$ cat src/rtl/capture_scheduler_if.sv
// BRAM capture writer command/response bundle between scheduler (master) and writer (slave).
// Single-cycle start and done pulses; no backpressure, the writer signals completion with done.
interface capture_scheduler_if;
    logic        o_wr_start_pulse;
    logic [31:0] o_wr_channel_sel;
    logic [31:0] o_wr_start_addr;
    logic [31:0] o_wr_data_len;
    logic        i_wr_done_pulse;

    modport master (
        output o_wr_start_pulse, o_wr_channel_sel, o_wr_start_addr, o_wr_data_len,
        input  i_wr_done_pulse
    );
    modport slave (
        input  o_wr_start_pulse, o_wr_channel_sel, o_wr_start_addr, o_wr_data_len,
        output i_wr_done_pulse
    );
endinterface

$ cat src/rtl/capture_scheduler.sv
// Walks enabled ADC channels, programming and firing the BRAM writer; start-to-writer-pulse is 2+SEL_SETTLE cycles.
// No backpressure: each capture waits for the writer done pulse, bounded by TIMEOUT_CYCLES.
module capture_scheduler #(
    parameter int          NUM_CH         = 4,
    parameter int          SEL_SETTLE     = 2,
    parameter logic [31:0] TIMEOUT_CYCLES = 32'd50_000_000,
    parameter int          FRAME_CNT_W    = 16
) (
    input  logic                   clk,
    input  logic                   rst,
    input  logic                   i_start_pulse,
    input  logic                   i_stop_pulse,
    input  logic                   i_abort_pulse,
    input  logic [3:0]             i_ch_mask,
    input  logic                   i_continuous,
    input  logic [31:0]            i_base_addr,
    input  logic [31:0]            i_stride,
    input  logic [31:0]            i_data_len,
    input  logic                   i_irq_clear_pulse,
    capture_scheduler_if.master    wr,
    output logic                   o_busy,
    output logic [1:0]             o_cur_ch,
    output logic                   o_bank,
    output logic                   o_frame_done_pulse,
    output logic [FRAME_CNT_W-1:0] o_frame_cnt,
    output logic                   o_irq,
    output logic                   o_err_timeout
);
    typedef enum logic [2:0] {
        S_IDLE, S_SELECT, S_SETTLE, S_ISSUE, S_WAIT_DONE, S_FRAME_END
    } state_t;

    localparam logic [3:0] CH_LIM = 4'((1 << NUM_CH) - 1);

    state_t                 r_state, w_next;
    logic [3:0]             r_mask;
    logic                   r_cont;
    logic [31:0]            r_base, r_stride, r_len;
    logic [1:0]             r_ch;
    logic                   r_bank;
    logic [3:0]             r_settle_cnt;
    logic [31:0]            r_to_cnt;
    logic                   r_stop_pend;
    logic [FRAME_CNT_W-1:0] r_frame_cnt;
    logic                   r_irq, r_err;
    logic [31:0]            r_sel, r_addr, r_dlen;
    logic [1:0]             r_cur_ch;

    logic [3:0]  w_eff_mask;
    logic [2:0]  w_first, w_lo_r, w_nxt_pick;
    logic [31:0] w_slot;
    logic        w_start_ok, w_frame_end, w_timeout;

    // Returns {found, index} of the lowest set mask bit at or above 'from'.
    function automatic logic [2:0] f_pick(input logic [3:0] mask, input logic [2:0] from);
        logic [2:0] res;
        res = 3'd0;
        for (int i = 3; i >= 0; i--) begin
            if (mask[i] && (3'(i) >= from)) res = {1'b1, 2'(i)};
        end
        return res;
    endfunction

    assign w_eff_mask = i_ch_mask & CH_LIM;
    assign w_first    = f_pick(w_eff_mask, 3'd0);
    assign w_lo_r     = f_pick(r_mask, 3'd0);
    assign w_nxt_pick = f_pick(r_mask, {1'b0, r_ch} + 3'd1);
    assign w_slot     = 32'(r_ch) + (r_bank ? 32'(NUM_CH) : 32'd0);

    always_comb begin
        w_next      = r_state;
        w_start_ok  = 1'b0;
        w_timeout   = 1'b0;
        w_frame_end = 1'b0;
        case (r_state)
            S_IDLE: begin
                if (i_start_pulse && w_first[2] && (i_data_len != 32'd0)) begin
                    w_start_ok = 1'b1;
                    w_next     = S_SELECT;
                end
            end
            S_SELECT: w_next = S_SETTLE;
            S_SETTLE: if (r_settle_cnt == 4'(SEL_SETTLE - 1)) w_next = S_ISSUE;
            S_ISSUE:  w_next = S_WAIT_DONE;
            S_WAIT_DONE: begin
                if (wr.i_wr_done_pulse) begin
                    w_next = w_nxt_pick[2] ? S_SELECT : S_FRAME_END;
                end else if (r_to_cnt >= TIMEOUT_CYCLES - 32'd1) begin
                    w_timeout = 1'b1;
                    w_next    = S_IDLE;
                end
            end
            S_FRAME_END: begin
                w_frame_end = 1'b1;
                w_next = (r_cont && !r_stop_pend && !i_stop_pulse && w_lo_r[2]) ? S_SELECT : S_IDLE;
            end
            default: w_next = S_IDLE;
        endcase
        // Abort overrides every other event, including a coincident done or timeout.
        if (i_abort_pulse) begin
            w_next      = S_IDLE;
            w_start_ok  = 1'b0;
            w_timeout   = 1'b0;
            w_frame_end = 1'b0;
        end
    end

    always_ff @(posedge clk or negedge rst) begin
        if (!rst) begin
            r_state      <= S_IDLE;
            r_mask       <= 4'd0;
            r_cont       <= 1'b0;
            r_base       <= 32'd0;
            r_stride     <= 32'd0;
            r_len        <= 32'd0;
            r_ch         <= 2'd0;
            r_bank       <= 1'b0;
            r_settle_cnt <= 4'd0;
            r_to_cnt     <= 32'd0;
            r_stop_pend  <= 1'b0;
            r_frame_cnt  <= '0;
            r_irq        <= 1'b0;
            r_err        <= 1'b0;
            r_sel        <= 32'd0;
            r_addr       <= 32'd0;
            r_dlen       <= 32'd0;
            r_cur_ch     <= 2'd0;
        end else begin
            r_state <= w_next;
            if (w_start_ok) begin
                r_mask      <= w_eff_mask;
                r_cont      <= i_continuous;
                r_base      <= i_base_addr;
                r_stride    <= i_stride;
                r_len       <= i_data_len;
                r_frame_cnt <= '0;
                r_bank      <= 1'b0;
                r_ch        <= w_first[1:0];
            end
            if (r_state == S_SELECT) begin
                r_sel        <= 32'(r_ch);
                r_cur_ch     <= r_ch;
                r_dlen       <= r_len;
                r_addr       <= r_base + w_slot * r_stride;
                r_settle_cnt <= 4'd0;
            end else if (r_state == S_SETTLE) begin
                r_settle_cnt <= r_settle_cnt + 4'd1;
            end
            // Counter holds the number of cycles elapsed since ISSUE.
            if (r_state == S_ISSUE) r_to_cnt <= 32'd1;
            else if (r_state == S_WAIT_DONE) r_to_cnt <= r_to_cnt + 32'd1;
            if ((r_state == S_WAIT_DONE) && (w_next == S_SELECT)) r_ch <= w_nxt_pick[1:0];
            if (w_frame_end) begin
                r_frame_cnt <= r_frame_cnt + {{(FRAME_CNT_W-1){1'b0}}, 1'b1};
                if (w_next == S_SELECT) begin
                    r_bank <= ~r_bank;
                    r_ch   <= w_lo_r[1:0];
                end
            end
            if (w_next == S_IDLE) r_stop_pend <= 1'b0;
            else if ((r_state != S_IDLE) && i_stop_pulse) r_stop_pend <= 1'b1;
            if (w_frame_end || w_timeout) r_irq <= 1'b1;
            else if (i_irq_clear_pulse) r_irq <= 1'b0;
            if (w_timeout) r_err <= 1'b1;
            else if (i_irq_clear_pulse) r_err <= 1'b0;
        end
    end

    assign wr.o_wr_start_pulse = (r_state == S_ISSUE) && !i_abort_pulse;
    assign wr.o_wr_channel_sel = r_sel;
    assign wr.o_wr_start_addr  = r_addr;
    assign wr.o_wr_data_len    = r_dlen;
    assign o_busy              = (r_state != S_IDLE);
    assign o_cur_ch            = r_cur_ch;
    assign o_bank              = r_bank;
    assign o_frame_done_pulse  = w_frame_end;
    assign o_frame_cnt         = r_frame_cnt;
    assign o_irq               = r_irq;
    assign o_err_timeout       = r_err;
endmodule
$ cat src/flat_wrapper.sv
// flat-port wrapper written by rule: the top's interface ports become plain ports
module capture_scheduler_flat 
#(
    parameter int          NUM_CH         = 4,
    parameter int          SEL_SETTLE     = 2,
    parameter logic [31:0] TIMEOUT_CYCLES = 32'd50_000_000,
    parameter int          FRAME_CNT_W    = 16
)
  (clk, rst, i_start_pulse, i_stop_pulse, i_abort_pulse, i_ch_mask, i_continuous, i_base_addr, i_stride, i_data_len, i_irq_clear_pulse, o_busy, o_cur_ch, o_bank, o_frame_done_pulse, o_frame_cnt, o_irq, o_err_timeout, wr_o_wr_start_pulse, wr_o_wr_channel_sel, wr_o_wr_start_addr, wr_o_wr_data_len, wr_i_wr_done_pulse);
  capture_scheduler_if wr_i ();
  input  logic clk;
  input  logic rst;
  input  logic i_start_pulse;
  input  logic i_stop_pulse;
  input  logic i_abort_pulse;
  input  logic [3:0] i_ch_mask;
  input  logic i_continuous;
  input  logic [31:0] i_base_addr;
  input  logic [31:0] i_stride;
  input  logic [31:0] i_data_len;
  input  logic i_irq_clear_pulse;
  output logic o_busy;
  output logic [1:0] o_cur_ch;
  output logic o_bank;
  output logic o_frame_done_pulse;
  output logic [FRAME_CNT_W-1:0] o_frame_cnt;
  output logic o_irq;
  output logic o_err_timeout;
  output wire logic [$bits(wr_i.o_wr_start_pulse)-1:0] wr_o_wr_start_pulse;
  output wire logic [$bits(wr_i.o_wr_channel_sel)-1:0] wr_o_wr_channel_sel;
  output wire logic [$bits(wr_i.o_wr_start_addr)-1:0] wr_o_wr_start_addr;
  output wire logic [$bits(wr_i.o_wr_data_len)-1:0] wr_o_wr_data_len;
  input wire logic [$bits(wr_i.i_wr_done_pulse)-1:0] wr_i_wr_done_pulse;
  assign wr_o_wr_start_pulse = wr_i.o_wr_start_pulse;
  assign wr_o_wr_channel_sel = wr_i.o_wr_channel_sel;
  assign wr_o_wr_start_addr = wr_i.o_wr_start_addr;
  assign wr_o_wr_data_len = wr_i.o_wr_data_len;
  assign wr_i.i_wr_done_pulse = wr_i_wr_done_pulse;
  capture_scheduler #(.NUM_CH(NUM_CH), .SEL_SETTLE(SEL_SETTLE), .TIMEOUT_CYCLES(TIMEOUT_CYCLES), .FRAME_CNT_W(FRAME_CNT_W)) u_core (.clk(clk), .rst(rst), .i_start_pulse(i_start_pulse), .i_stop_pulse(i_stop_pulse), .i_abort_pulse(i_abort_pulse), .i_ch_mask(i_ch_mask), .i_continuous(i_continuous), .i_base_addr(i_base_addr), .i_stride(i_stride), .i_data_len(i_data_len), .i_irq_clear_pulse(i_irq_clear_pulse), .wr(wr_i), .o_busy(o_busy), .o_cur_ch(o_cur_ch), .o_bank(o_bank), .o_frame_done_pulse(o_frame_done_pulse), .o_frame_cnt(o_frame_cnt), .o_irq(o_irq), .o_err_timeout(o_err_timeout));
endmodule
$ cat config.mk
export PLATFORM = sky130hd
export DESIGN_NAME = capture_scheduler_flat
export DESIGN_NICKNAME = d
export VERILOG_FILES = /design/src/rtl/capture_scheduler_if.sv /design/src/rtl/capture_scheduler.sv /design/src/flat_wrapper.sv
export SDC_FILE = /design/constraint.sdc
export NUM_CORES = 1
export LEC_CHECK = 0
export ABC_AREA = 1
export BUFFER_PORTS_ARGS = -buffer_cell sky130_fd_sc_hd__buf_2
export CAP_MARGIN = 30
export CORE_UTILIZATION = 49
export DETAILED_ROUTE_END_ITERATION = 8
export PLACE_DENSITY = 0.67
export SLEW_MARGIN = 20
export SYNTH_ARGS = -nofsm -noshare
export SYNTH_HDL_FRONTEND = slang
export SYNTH_SLANG_ARGS = --single-unit
$ cat constraint.sdc
create_clock -name clk -period 8.4 [get_ports clk]
set_input_delay 1.26 -clock clk [delete_from_list [all_inputs] [get_ports clk]]
set_output_delay 1.26 -clock clk [all_outputs]
set_load 0.01 [all_outputs]
---- Word level (Yosys, flattened, before mapping) ----
Cells that the tools add are included.
storage, ports and cells
  bits in registers ....................... 228
  input bits .............................. 108
operators by class
  add/sub/neg operators ................... 6
  multiply operators ...................... 1
  magnitude comparators ................... 5
  equal/unequal tests ..................... 7
  mux-type cells .......................... 48
  bitwise logic cells ..................... 1
  reduce and logical (&&, ||, !) cells .... 26
operators by type and width
  kind                                                                     number
  32-bit two-way mux                                                       2
  3-bit two-way mux                                                        19
  2-bit by 32-bit adder with 32-bit output                                 1
  32-bit by 1-bit adder with 32-bit output, second input constant          1
  32-bit adder                                                             1
  32-bit by 26-bit >= comparator with 1-bit output, second input constant  1
  32-bit by 32-bit multiplier with 32-bit output                           1
  16-bit two-way mux                                                       2
  32-bit nonzero test                                                      1
  1-bit two-way mux                                                        18
  3-bit case mux with 6 select lines                                       1
  16-bit by 1-bit adder with 16-bit output, second input constant          1
  1-bit logical AND                                                        12
  2-bit nonzero test                                                       6
  2-bit two-way mux                                                        4
  4-bit two-way mux                                                        2
  3-bit by 1-bit == test with 1-bit output, second input constant          2
  3-bit by 2-bit == test with 1-bit output, second input constant          2
  3-bit == test, second input constant                                     2
  1-bit by 3-bit >= comparator with 1-bit output, first input constant     2
  2-bit by 3-bit >= comparator with 1-bit output, first input constant     2
  3-bit zero test                                                          2
  4-bit by 1-bit adder with 4-bit output, second input constant            1
  4-bit by 1-bit == test with 1-bit output, second input constant          1
  other kinds (5)                                                          7

---- Logic depth before layout (Yosys ltp) ----
Gate-level depths: netlist of run 1.
  depth after elaboration ................. 16
  mapped depth ............................ 27
  gate-level depth less buffers ........... 25

---- Worst setup path before layout of run 1 ----
OpenSTA, ideal clock, no wires.
  path type ............................... register to register
  from .................................... register u_core.r_ch[0]
  to ...................................... register u_core.r_addr[27] (netlist: u_core.wr.o_wr_start_addr[27])
  setup time .............................. 118 ps
  arrival ................................. 5,032 ps
  setup slack ............................. 3,250 ps
  cell stages (with the launch flop) ...... 26
  cell sequence ........................... dfrtp_1 -> clkbuf_1 -> clkbuf_1 -> nand2_1 -> fa_1 -> inv_1 -> ha_1 -> ha_1 -> ha_1 -> ha_1 -> inv_1 -> fa_1 -> inv_1 -> fa_1 -> ha_1 -> ha_1 -> nand2_1 -> inv_1 -> nand2_1 -> nand2_1 -> a21oi_1 -> nand3_1 -> a21o_1 -> or2_2 -> nand3_1 -> nand2_1
between the ends
  cells in the longest elaborated chain, start to end .. 3
RTL lines
  item                                            line                      text
  start, declared                                 capture_scheduler.sv:39   logic [1:0] r_ch;
  start signal, assigned                          capture_scheduler.sv:138  r_ch <= w_first[1:0];
  start signal, assigned                          capture_scheduler.sv:152  if ((r_state == S_WAIT_DONE) && (w_next == S_SELECT)) r_ch <= w_nxt_pick[1:0];
  start signal, assigned                          capture_scheduler.sv:157  r_ch <= w_lo_r[1:0];
  2-bit by 32-bit adder with 32-bit output        capture_scheduler.sv:68   assign w_slot = 32'(r_ch) + (r_bank ? 32'(NUM_CH) : 32'd0);
  32-bit by 32-bit multiplier with 32-bit output  capture_scheduler.sv:144  r_addr <= r_base + w_slot * r_stride;
  32-bit adder                                    capture_scheduler.sv:144
  end signal, assigned                            capture_scheduler.sv:144
  end, declared                                   capture_scheduler.sv:46   logic [31:0] r_sel, r_addr, r_dlen;
Every way passes these cells.
A chain may end at the register's enable or synchronous reset.

---- Worst setup path in the final report of run 1 ----
  from .................................... register u_core.r_ch[1]
  to ...................................... register u_core.r_addr[20] (netlist: u_core.wr.o_wr_start_addr[20])
Same word-level chain as after synthesis.

==> results of run 1 <==
## registers in the layout (all words and copies together), names as in the netlist
name                       flops
u_core.r_to_cnt               32
u_core.r_len                  32
u_core.r_stride               32
u_core.r_mask                  4
u_core.wr.o_wr_start_addr     32
u_core.r_cont                  1
u_core.r_stop_pend             1
u_core.o_err_timeout           1
u_core.r_settle_cnt            4
u_core.o_cur_ch                2
u_core.o_irq                   1
u_core.o_bank                  1
u_core.r_base                 32
u_core.o_frame_cnt            16
u_core.r_state                 3
u_core.r_ch                    2
u_core.wr.o_wr_data_len       32
## cells in the mapped netlist (3+ instances only)
cell | n | share of area
mux2_4 | 30 | 0.028
xor2_1 | 14 | 0.0077
nor3b_1 | 3 | 0.0014
or2_2 | 10 | 0.0039
o22ai_1 | 3 | 0.0012
nor3_1 | 30 | 0.0095
ha_1 | 189 | 0.15
buf_6 | 7 | 0.0050
o21a_1 | 4 | 0.0019
nand2_1 | 403 | 0.096
and2_1 | 3 | 0.0012
nor2_2 | 3 | 0.0012
a31oi_1 | 7 | 0.0028
clkbuf_1 | 32 | 0.0076
o21bai_1 | 6 | 0.0028
fa_1 | 55 | 0.070
dfrtp_1 | 228 | 0.36
nor2_1 | 115 | 0.027
nor4_1 | 5 | 0.0020
a21oi_1 | 95 | 0.030
xnor2_1 | 11 | 0.0061
a21o_1 | 3 | 0.0014
mux2_2 | 25 | 0.018
nand4_1 | 14 | 0.0055
buf_2 | 7 | 0.0022
buf_4 | 32 | 0.015
o32ai_1 | 4 | 0.0022
o211ai_1 | 3 | 0.0014
inv_1 | 286 | 0.068
o221a_2 | 4 | 0.0028
o21ai_0 | 96 | 0.030
inv_2 | 5 | 0.0012
nand3_2 | 3 | 0.0019
nand3_1 | 66 | 0.021
## power groups by stage
stage / clock network, mW / registers (mW) / logic, mW
after detailed placement: 0 / 1.66 / 4.42
final: 1.13 / 1.64 / 4.43
after CTS: 1.16 / 1.65 / 4.47
after global placement: 0 / 1.65 / 4.39
after global routing: 1.20 / 1.68 / 5.03
after floorplan: 0 / 1.66 / 3.02
## layout by cell type, fill, tap and decap left out, types with 3 or more instances in the layout
cell and instances:
a21o_1 3, a21oi_1 95, a31oi_1 7, and2_1 3, buf_16 3, buf_2 196
buf_4 5, clkbuf_1 9, clkbuf_16 27, clkbuf_8 8, conb_1 30, dfrtp_1 227
fa_1 55, ha_1 189, inv_1 286, inv_2 5, mux2_2 25, mux2_4 30
nand2_1 403, nand3_1 66, nand3_2 3, nand4_1 14, nor2_1 115, nor2_2 3
nor3_1 30, nor3b_1 3, nor4_1 5, o211ai_1 3, o21a_1 4, o21ai_0 96
o21bai_1 6, o221a_2 4, o22ai_1 3, o32ai_1 4, or2_2 10, xnor2_1 11
xor2_1 14
## worst max-delay path by stage
stage,cells after the start,endpoint,startpoint
floorplan,25,u_core.wr.o_wr_start_addr[27]$_DFFE_PN0P_,u_core.r_ch[0]$_DFF_PN0_
global placement,22,u_core.wr.o_wr_start_addr[20]$_DFFE_PN0P_,u_core.r_ch[1]$_DFF_PN0_
detailed placement,22,u_core.wr.o_wr_start_addr[20]$_DFFE_PN0P_,u_core.r_ch[1]$_DFF_PN0_
CTS,23,u_core.wr.o_wr_start_addr[27]$_DFFE_PN0P_,u_core.r_ch[1]$_DFF_PN0_
global route,23,u_core.wr.o_wr_start_addr[27]$_DFFE_PN0P_,u_core.r_ch[1]$_DFF_PN0_
finish,22,u_core.wr.o_wr_start_addr[20]$_DFFE_PN0P_,u_core.r_ch[1]$_DFF_PN0_
## through the flow
| step | total power, mW | instances | area (sq um) |
|---|---|---|---|
| floorplan | 4.68 | 1856 | 15900 |
| global placement | 6.04 | 2383 | 17000 |
| detailed placement | 6.08 | 2383 | 17000 |
| CTS | 7.28 | 2431 | 17900 |
| global route | 7.92 | 2434 | 18000 |
| finish | 7.21 | 2435 | 18000 |
## logic make-up (layout without fill, tap and decap cells)
kind of cell / after synthesis / after routing / share of synthesized area
compound gates: 234 / 234 / 0.0814
flops: 228 / 228 / 0.360
fa+ha+maj: 244 / 244 / 0.219
xor+xnor: 25 / 25 / 0.0138
other cells: 1 / 31 / 0.000237
mux: 56 / 56 / 0.0468
buf+inv: 369 / 545 / 0.0989
simple gates: 670 / 670 / 0.180
## per-layer routing
metal | GRT usage | vias to the layer above | wire [um]
li1 | - | 6184 | -
met1 | 0.313 | 6012 | 16900
met2 | 0.406 | 267 | 18700
met3 | 0.0291 | 63 | 1770
met4 | 0.0712 | 0 | 1140
met5 | 0 | - | 0
## cell type report
type / instances / area, sq um / area share
Multi-Input combinational cell: 1259 / 8680 / 0.483
Sequential cell: 228 / 5710 / 0.317
Timing Repair Buffer: 206 / 1140 / 0.0632
Inverter: 291 / 1090 / 0.0608
Clock buffer: 44 / 820 / 0.0456
Tap cell: 402 / 503 / 0.0280
Clock inverter: 4 / 37.5 / 0.00209
Antenna cell: 1 / 2.50 / 0.000139
==> run summary, run 1 <==
Sink count of the clock tree -> 228
Critical Path Max Stage Delay -> 810 ps
Critical Path RT -> 8840 ps
Hold depth -> 1
Vias per Instance -> 5.14
Part of the power in the clock network -> 0.157
Post-route antenna net violation count -> 0
Number of hold violations in the final report -> 0
Clock tree from TritonCTS -> done
Layout cells sized above 1 -> 0.167
Sw Ratio -> 0.479
Count of different cell masters after synthesis -> 54
Arrival time of data at the critical path endpoint -> 6090 ps
Core footprint -> 0.0317 sq mm
Fill cell instance count of the final layout -> 2887
Reg-to-reg critical path endpoint -> u_core.wr.o_wr_start_addr[20]$_DFFE_PN0P_
Endpoint of the worst hold-timing path -> u_core.r_settle_cnt[3]$_DFFE_PN0P_
Maximum clock path buffer count -> 3
Net load switching power -> 3.45 mW
Result of the run -> completed
Worst hold path class -> flop to flop
Fraction of the yosys area taken by sequential cells -> 0.360
Initial detailed-routing violation count -> 761
Static leakage -> 10.2 nW
Share of async-settable or async-resettable flops after synthesis -> 1.00
Worst setup path category -> flop to flop
Placed wire-length estimate -> 29.2 mm
Vias in the first global route -> 12400
Flop and latch count out of synthesis -> 228
Fin nets -> 2365
R2r worst-path depth -> 22
Number of gates resized after cts -> 0
DRC errors left -> 0
Number of antenna violations at the first check in global routing -> 1
P&R area growth vs syn -> 13.5%
Total Die Area -> 0.0330 sq mm
Startpoint of the lowest-slack hold path -> u_core.r_settle_cnt[3]$_DFFE_PN0P_
Area of the mapped netlist -> 0.0158 sq mm
Flop-to-flop setup slack -> 2750 ps
Timing-limited maximum frequency -> 177 MHz
Buf/Inv on CP -> 1
Overall fraction of global-route tracks in use -> 0.237
Number of enable-type register cells in the synthesized netlist -> 0
Count of hold-fix buffers inserted at cts -> 0
Number of slew-limit violations in the final report -> 0
Register share of total power -> 0.228
Finished Core Util -> 0.567
Average wire length per cell after detail routing -> 15.8 um
Register clock-pin slew on the reported worst setup and hold paths -> 60 ps
Post-route minimum period -> 5650 ps
Cell chosen for the clock root -> clkbuf_16
Power density cells -> 401 mW/mm^2
Boundary pin count -> 228
Yosys warns -> 0
Top_reg_cell synth -> dfrtp_1
Tcrit/Tclk final -> 0.673
Clock Skew -> 8.46 ps
Number of levels in the clock H-tree -> 1
First-pass GRT wire length -> 62.8 mm
Overflow left after global routing -> 0
# rows -> 65
Drt total wl -> 38.4 mm
Minimum setup slack after placement -> 2790 ps
Worst relative slew slack -> 0.480
Largest fanout on the critical path -> 33
Number of port buffers -> 197
Die boundary height -> 182 um
RSZ-0062 raised after global routing -> no
List of cells traversed by the critical path -> nand2_1, inv_1, fa_1, ha_1, ha_1, fa_1, ha_1, ha_1, fa_1, ha_1, ha_1, nand2_1, nor2_1, nand2_1, nand2_1, a21oi_1, o21ai_0, nand2_1, nand2_1, nand2_1, nand3_1, nand2_1
Last weighted congestion value of the routability-driven placer -> 0.933
Avg Cell Area, Syn -> 8.67 sq um
Number of buffers added for setup after CTS -> 0
Overall die width -> 182 um
Internal cell power -> 3.76 mW
Worst voltage drop across the vdd grid -> 273 uV
Cells after Synth -> 1827
Combinational Power Share -> 0.615
Startpoint of the most critical register-to-register path -> u_core.r_ch[1]$_DFF_PN0_
Actual transition at the worst max-transition pin -> 781 ps
Number of iterations in the first detailed-routing pass -> 5
Maximum number of pins on one net before global-route repair -> 133
Worst Slack Setup Final -> 2750 ps
Initial Util -> 0.499
Final Setup Violations -> 0
Top cell family by delay on the critical path -> adder cells
Startpoint class of the critical path -> flop
Vias after detailed routing -> 12500
Slowest CP cell -> dfrtp_2
Most Frequent Cell on Critical Path -> nand2_1
Worst Setup End Kind -> flop
Skew-Pair Late Insertion Delay -> 550 ps
Clock buffers created by TritonCTS -> 27
Post-Route Hold Slack -> 463 ps
Final TNS setup -> 0 ps
Count of maximum capacitance violations -> 0
Power figures use the tool's default switching activity.
==> run 2, diff against run 1 <==
clock period = 5.8 ns   (was 8.4 ns; I/O delays follow)
==> run 2 against run 1 <==
Cell count rose by 0.29%. Combinational power grew 44%. Flip-flop and latch count is the same. Die area did not move. First-iteration DRC count shrank 14%. Largest power group unchanged. Cell area grew 0.23%. Register-to-register slack got worse by 2400 ps. Clock skew grew 9.7 ps. Critical endpoint is now u_core.wr.o_wr_start_addr[30]$_DFFE_PN0P_.
==> run summary, run 2 (synthesis results as in run 1) <==
Last weighted congestion value of the routability-driven placer -> 0.891
Worst hold path class -> input pin to async pin
Register share of total power -> 0.226
Flop-to-flop setup slack -> 330 ps
Worst relative slew slack -> 0.389
Number of slew-limit violations in the final report -> 0
Vias after detailed routing -> 12400
Post-Route Hold Slack -> 259 ps
Most frequent cells in the layout -> nand2_1 (403), inv_1 (286), dfrtp_1 (227)
Timing-limited maximum frequency -> 183 MHz
Number of cells in the finished layout apart from fillers -> 2442
Average wire length per cell after detail routing -> 15.8 um
Reg-to-reg critical path endpoint -> u_core.wr.o_wr_start_addr[30]$_DFFE_PN0P_
Total Die Area -> 0.0330 sq mm
Overall fraction of global-route tracks in use -> 0.239
Boundary pin count -> 228
Dpl cell area -> 0.0171 sq mm
Placed wire-length estimate -> 29.6 mm
Clock buffers created by TritonCTS -> 27
Maximum clock path buffer count -> 3
Worst Setup End Kind -> flop
Static leakage -> 10.2 nW
Initial Util -> 0.499
Arrival time of data at the critical path endpoint -> 5860 ps
Internal cell power -> 5.50 mW
Tcrit/Tclk final -> 0.943
Core footprint -> 0.0317 sq mm
Number of port buffers -> 197
Sink count of the clock tree -> 228
Power density cells -> 580 mW/mm^2
Actual transition at the worst max-transition pin -> 916 ps
Cell chosen for the clock root -> clkbuf_16
Number of hold violations in the final report -> 0
Overall die width -> 182 um
Post-route minimum period -> 5470 ps
Number of antenna violations at the first check in global routing -> 1
First-pass GRT wire length -> 63.8 mm
Combinational Power Share -> 0.612
Start point of the critical path -> u_core.o_bank$_DFF_PN0_
Clock Skew -> 18.2 ps
Final TNS setup -> 0 ps
Number of buffers added for setup after CTS -> 0
Part of the power in the clock network -> 0.162
Worst voltage drop across the vdd grid -> 341 uV
RSZ-0062 raised after global routing -> no
Fin nets -> 2371
Startpoint of the most critical register-to-register path -> u_core.o_bank$_DFF_PN0_
Largest fanout on the critical path -> 15
Vias per Instance -> 5.09
Net load switching power -> 4.95 mW
Maximum number of pins on one net before global-route repair -> 168
Final cell area excluding filler cells -> 0.0180 sq mm
Clock tree from TritonCTS -> done
R2r worst-path depth -> 20
Number of iterations in the first detailed-routing pass -> 5
# rows -> 65
Skew-Pair Late Insertion Delay -> 550 ps
Vias in the first global route -> 12600
Register clock-pin slew on the reported worst setup and hold paths -> 60 ps
P&R area growth vs syn -> 13.8%
Number of placed instances with taps included -> 2391
Overflow left after global routing -> 0
Number of levels in the clock H-tree -> 1
Worst setup path category -> flop to flop
Endpoint of the worst setup timing path -> u_core.wr.o_wr_start_addr[30]$_DFFE_PN0P_
DRC errors left -> 0
Drt total wl -> 38.6 mm
Startpoint class of the critical path -> flop
Final Setup Violations -> 0
Sw Ratio -> 0.474
Most common library cell in the layout ignoring fill and taps -> nand2_1
Post-route antenna net violation count -> 0
Initial detailed-routing violation count -> 652
Result of the run -> completed
Critical Path RT -> 6190 ps
Layout cells sized above 1 -> 0.172
Die boundary height -> 182 um
Count of maximum capacitance violations -> 0
## run 2: cell types whose count changed in the layout (fill, tap and decap cells not counted)
cell       change
buf_16         -3
nor3_1         -1
buf_4          +7
inv_16         -1
clkbuf_1       -3
nor3_2         +1
clkinv_2       +2
buf_12         +2
clkinv_4       +1
bufinv_16      +1
inv_6          +1
## run 2: power by group through the flow
| stage | clock network [mW] | logic (mW) | registers [mW] |
|---|---|---|---|
| 4_1_cts | 1.73 | 6.43 | 2.37 |
| 3_5_place_dp | 0 | 6.37 | 2.39 |
| 5_1_grt | 1.79 | 7.26 | 2.42 |
| 6_report | 1.69 | 6.40 | 2.36 |
| 2_1_floorplan | 0 | 4.38 | 2.40 |
| 3_3_place_gp | 0 | 6.35 | 2.38 |
## run 2: worst min path at each step
| stage | startpoint | endpoint |
|---|---|---|
| floorplan | u_core.r_settle_cnt[3]$_DFFE_PN0P_ | u_core.r_settle_cnt[3]$_DFFE_PN0P_ |
| CTS | rst | u_core.wr.o_wr_start_addr[12]$_DFFE_PN0P_ |
| global placement | u_core.wr.o_wr_data_len[16]$_DFFE_PN0P_ | u_core.wr.o_wr_data_len[16]$_DFFE_PN0P_ |
| detailed placement | u_core.wr.o_wr_data_len[9]$_DFFE_PN0P_ | u_core.wr.o_wr_data_len[9]$_DFFE_PN0P_ |
| global route | rst | u_core.wr.o_wr_data_len[6]$_DFFE_PN0P_ |
| finish | rst | u_core.wr.o_wr_data_len[6]$_DFFE_PN0P_ |
## run 2: metal layers
metal  track usage  up-vias  share of wire
met4        0.0624        0          0.026
met3        0.0381       63          0.045
met2         0.412      272           0.48
met1         0.313     5900           0.44
met5             0        -              0
li1              -     6204              -
## run 2: final cells by class
| class | instances | area, sq um |
|---|---|---|
| flip-flops and latches | 228 | 5710 |
| clock buffers | 41 | 808 |
| inverters | 291 | 1090 |
| fillers | 2908 | 13700 |
| multi-input cells | 1259 | 8680 |
| well taps | 402 | 503 |
| diodes | 1 | 2.50 |
| repair buffers | 212 | 1150 |
| clock inverters | 8 | 75.1 |
## run 2: worst max-delay path, stage by stage (launching register included)
cell and delay (ps):
dfrtp_1 550, buf_4 270, nand2_1 90, fa_1 480
inv_1 40, ha_1 270, ha_1 310, fa_1 530
inv_1 50, fa_1 500, inv_1 40, ha_1 290
ha_1 300, ha_1 390, a21oi_1 260, o21ai_0 180
a21oi_1 150, nand2_1 60, a21oi_1 140, xor2_1 290
o21ai_0 120
## run 2: what timing repair did
item                       4_1_cts  5_1_grt
hold buffers                     0        0
setup endpoints to repair        0        1
resized for setup                0        2
hold endpoints to repair         0        0
## run 2: through the flow
stage          power [mW]  utilization  worst slack (ps)
6_report             10.5        0.568               330
2_1_floorplan        6.77            -               650
4_1_cts              10.5        0.567               238
5_1_grt              11.5        0.568              13.2
3_5_place_dp         8.76        0.539               262
3_3_place_gp         8.73        0.539               105
==> run 3, diff against run 2 <==
PLACE_DENSITY = 0.7   (was 0.67)
==> run 3 against run 2 <==
Clock skew decreased by 4.8 ps. Die area unchanged. Register-to-register slack gained 50 ps. Count of clock-buffer cells in the layout down 9. Sequential power about the same. Via count is 0.14% higher. Critical path depth shrank 1. Sequential share of layout area fell by 0.078 points. Cell count is the same.
==> run summary, run 3 (synthesis results as in run 1) <==
Result of the run -> completed
# rows -> 65
Combinational Power Share -> 0.606
DRC errors left -> 0
Placed wire-length estimate -> 29.7 mm
Static leakage -> 10.3 nW
Initial detailed-routing violation count -> 599
Final TNS setup -> 0 ps
Sw Ratio -> 0.474
Part of the power in the clock network -> 0.169
Core footprint -> 0.0317 sq mm
Number of slew-limit violations in the final report -> 0
Startpoint class of the critical path -> flop
Vias after detailed routing -> 12500
RSZ-0062 raised after global routing -> no
Most Frequent Cell on Critical Path -> ha_1
Actual transition at the worst max-transition pin -> 855 ps
Top cell family by delay on the critical path -> adder cells
Internal cell power -> 5.55 mW
Timing-limited maximum frequency -> 184 MHz
Vias in the first global route -> 12200
Flop-to-flop setup slack -> 380 ps
Die boundary height -> 182 um
Buf/Inv on CP -> 1
Critical Path RT -> 6240 ps
Final cell area excluding filler cells -> 0.0181 sq mm
Number of antenna violations at the first check in global routing -> 3
GRT Max-Usage Layer -> met2
Overflow left after global routing -> 0
Most common library cell in the layout ignoring fill and taps -> nand2_1
Number of port buffers -> 197
R2r worst-path depth -> 19
Count of maximum capacitance violations -> 0
Worst Setup End Kind -> flop
Overall fraction of global-route tracks in use -> 0.236
P&R area growth vs syn -> 14.1%
Maximum number of pins on one net before global-route repair -> 153
List of cells traversed by the critical path -> nand2_1, inv_1, fa_1, ha_1, ha_1, fa_1, ha_1, ha_1, fa_1, ha_1, ha_1, nand2_1, o21ai_0, nand2_1, nand3_1, a31oi_1, or2_2, nand3_1, nand2_1
Clock Skew -> 13.4 ps
Maximum clock path buffer count -> 3
Fin nets -> 2369
Number of iterations in the first detailed-routing pass -> 7
Worst setup path category -> flop to flop
Number of levels in the clock H-tree -> 1
Initial Util -> 0.499
Register share of total power -> 0.225
Skew-Pair Late Insertion Delay -> 560 ps
Worst voltage drop across the vdd grid -> 299 uV
Dpl cell area -> 0.0171 sq mm
Cell chosen for the clock root -> clkbuf_16
Clock tree from TritonCTS -> done
Reg-to-reg critical path endpoint -> u_core.wr.o_wr_start_addr[19]$_DFFE_PN0P_
Power density cells -> 584 mW/mm^2
Largest fanout on the critical path -> 9
Final Setup Violations -> 0
First-pass GRT wire length -> 62.5 mm
Met3 layer usage reported by global route -> 0.0395
Slowest CP cell -> dfrtp_2
Layout cells sized above 1 -> 0.175
Clock buffers created by TritonCTS -> 27
Critical Path Max Stage Delay -> 510 ps
Net load switching power -> 5.01 mW
Most frequent cells in the layout -> nand2_1 (403), inv_1 (286), dfrtp_1 (225)
Post-route minimum period -> 5420 ps
Tcrit/Tclk final -> 0.935
Register clock-pin slew on the reported worst setup and hold paths -> 60 ps
Sink count of the clock tree -> 228
Total Die Area -> 0.0330 sq mm
Last weighted congestion value of the routability-driven placer -> 0.902
Worst relative slew slack -> 0.430
Routing usage on met2 -> 0.402
Post-route antenna net violation count -> 0
Vias per Instance -> 5.10
Met1 GRT Util -> 0.310
Overall die width -> 182 um
Worst hold path class -> input pin to async pin
Startpoint of the most critical register-to-register path -> u_core.r_ch[0]$_DFF_PN0_
Drt total wl -> 38.7 mm
Arrival time of data at the critical path endpoint -> 5870 ps
Number of hold violations in the final report -> 0
Average wire length per cell after detail routing -> 15.9 um
Boundary pin count -> 228
run 3: how the worst max path moves through the flow:
stage | startpoint | end | slack [ps] | cells past startpoint
after floorplan | u_core.r_ch[0]$_DFF_PN0_ | u_core.wr.o_wr_start_addr[27]$_DFFE_PN0P_ | 650 | 25
after global placement | u_core.r_ch[0]$_DFF_PN0_ | u_core.wr.o_wr_start_addr[20]$_DFFE_PN0P_ | 220 | 22
after detailed placement | u_core.r_ch[1]$_DFF_PN0_ | u_core.wr.o_wr_start_addr[20]$_DFFE_PN0P_ | 230 | 22
after CTS | u_core.r_ch[1]$_DFF_PN0_ | u_core.wr.o_wr_start_addr[20]$_DFFE_PN0P_ | 180 | 22
after global routing | u_core.r_ch[0]$_DFF_PN0_ | u_core.wr.o_wr_start_addr[26]$_DFFE_PN0P_ | 30 | 21
final | u_core.r_ch[0]$_DFF_PN0_ | u_core.wr.o_wr_start_addr[19]$_DFFE_PN0P_ | 380 | 19
run 3: area by class of cell:
cell class / instances / area, sq um
Inverter: 291 / 1090
Timing Repair Buffer: 210 / 1140
Clock buffer: 32 / 734
Multi-Input combinational cell: 1259 / 8680
Clock inverter: 18 / 205
Fill cell: 2899 / 13600
Sequential cell: 228 / 5710
Tap cell: 402 / 503
Antenna cell: 2 / 5.00
run 3: per-stage QoR:
| step | utilization | total power [mW] | hold WS (ps) | cells | setup slack [ps] |
|---|---|---|---|---|---|
| 2_1_floorplan | - | 6.77 | 434 | 1856 | 650 |
| 3_3_place_gp | 0.539 | 8.70 | 450 | 2389 | 215 |
| 3_5_place_dp | 0.539 | 8.74 | 456 | 2389 | 227 |
| 4_1_cts | 0.568 | 10.6 | 285 | 2439 | 180 |
| 5_1_grt | 0.570 | 11.6 | 312 | 2440 | 32.2 |
| 6_report | 0.570 | 10.6 | 259 | 2442 | 376 |
run 3: layer usage:
| layer | vias to the layer above | part of all wire |
|---|---|---|
| li1 | 6202 | - |
| met1 | 5913 | 0.44 |
| met2 | 283 | 0.48 |
| met3 | 57 | 0.051 |
| met4 | 2 | 0.025 |
| met5 | - | 0.00036 |
run 3: repair_timing:
item | in CTS | in global routing
hold buffers | 0 | 0
endpoints found under the setup margin | 0 | 4
setup buffers | 0 | 0
resized for setup | 0 | 5
run 3: power by group through the flow:
stage	Clock (mW)	Sequential (mW)	Combinational, mW
after global placement	0	2.38	6.31
after detailed placement	0	2.39	6.35
after global routing	1.88	2.43	7.24
after CTS	1.82	2.37	6.43
after floorplan	0	2.40	4.38
final	1.79	2.37	6.40
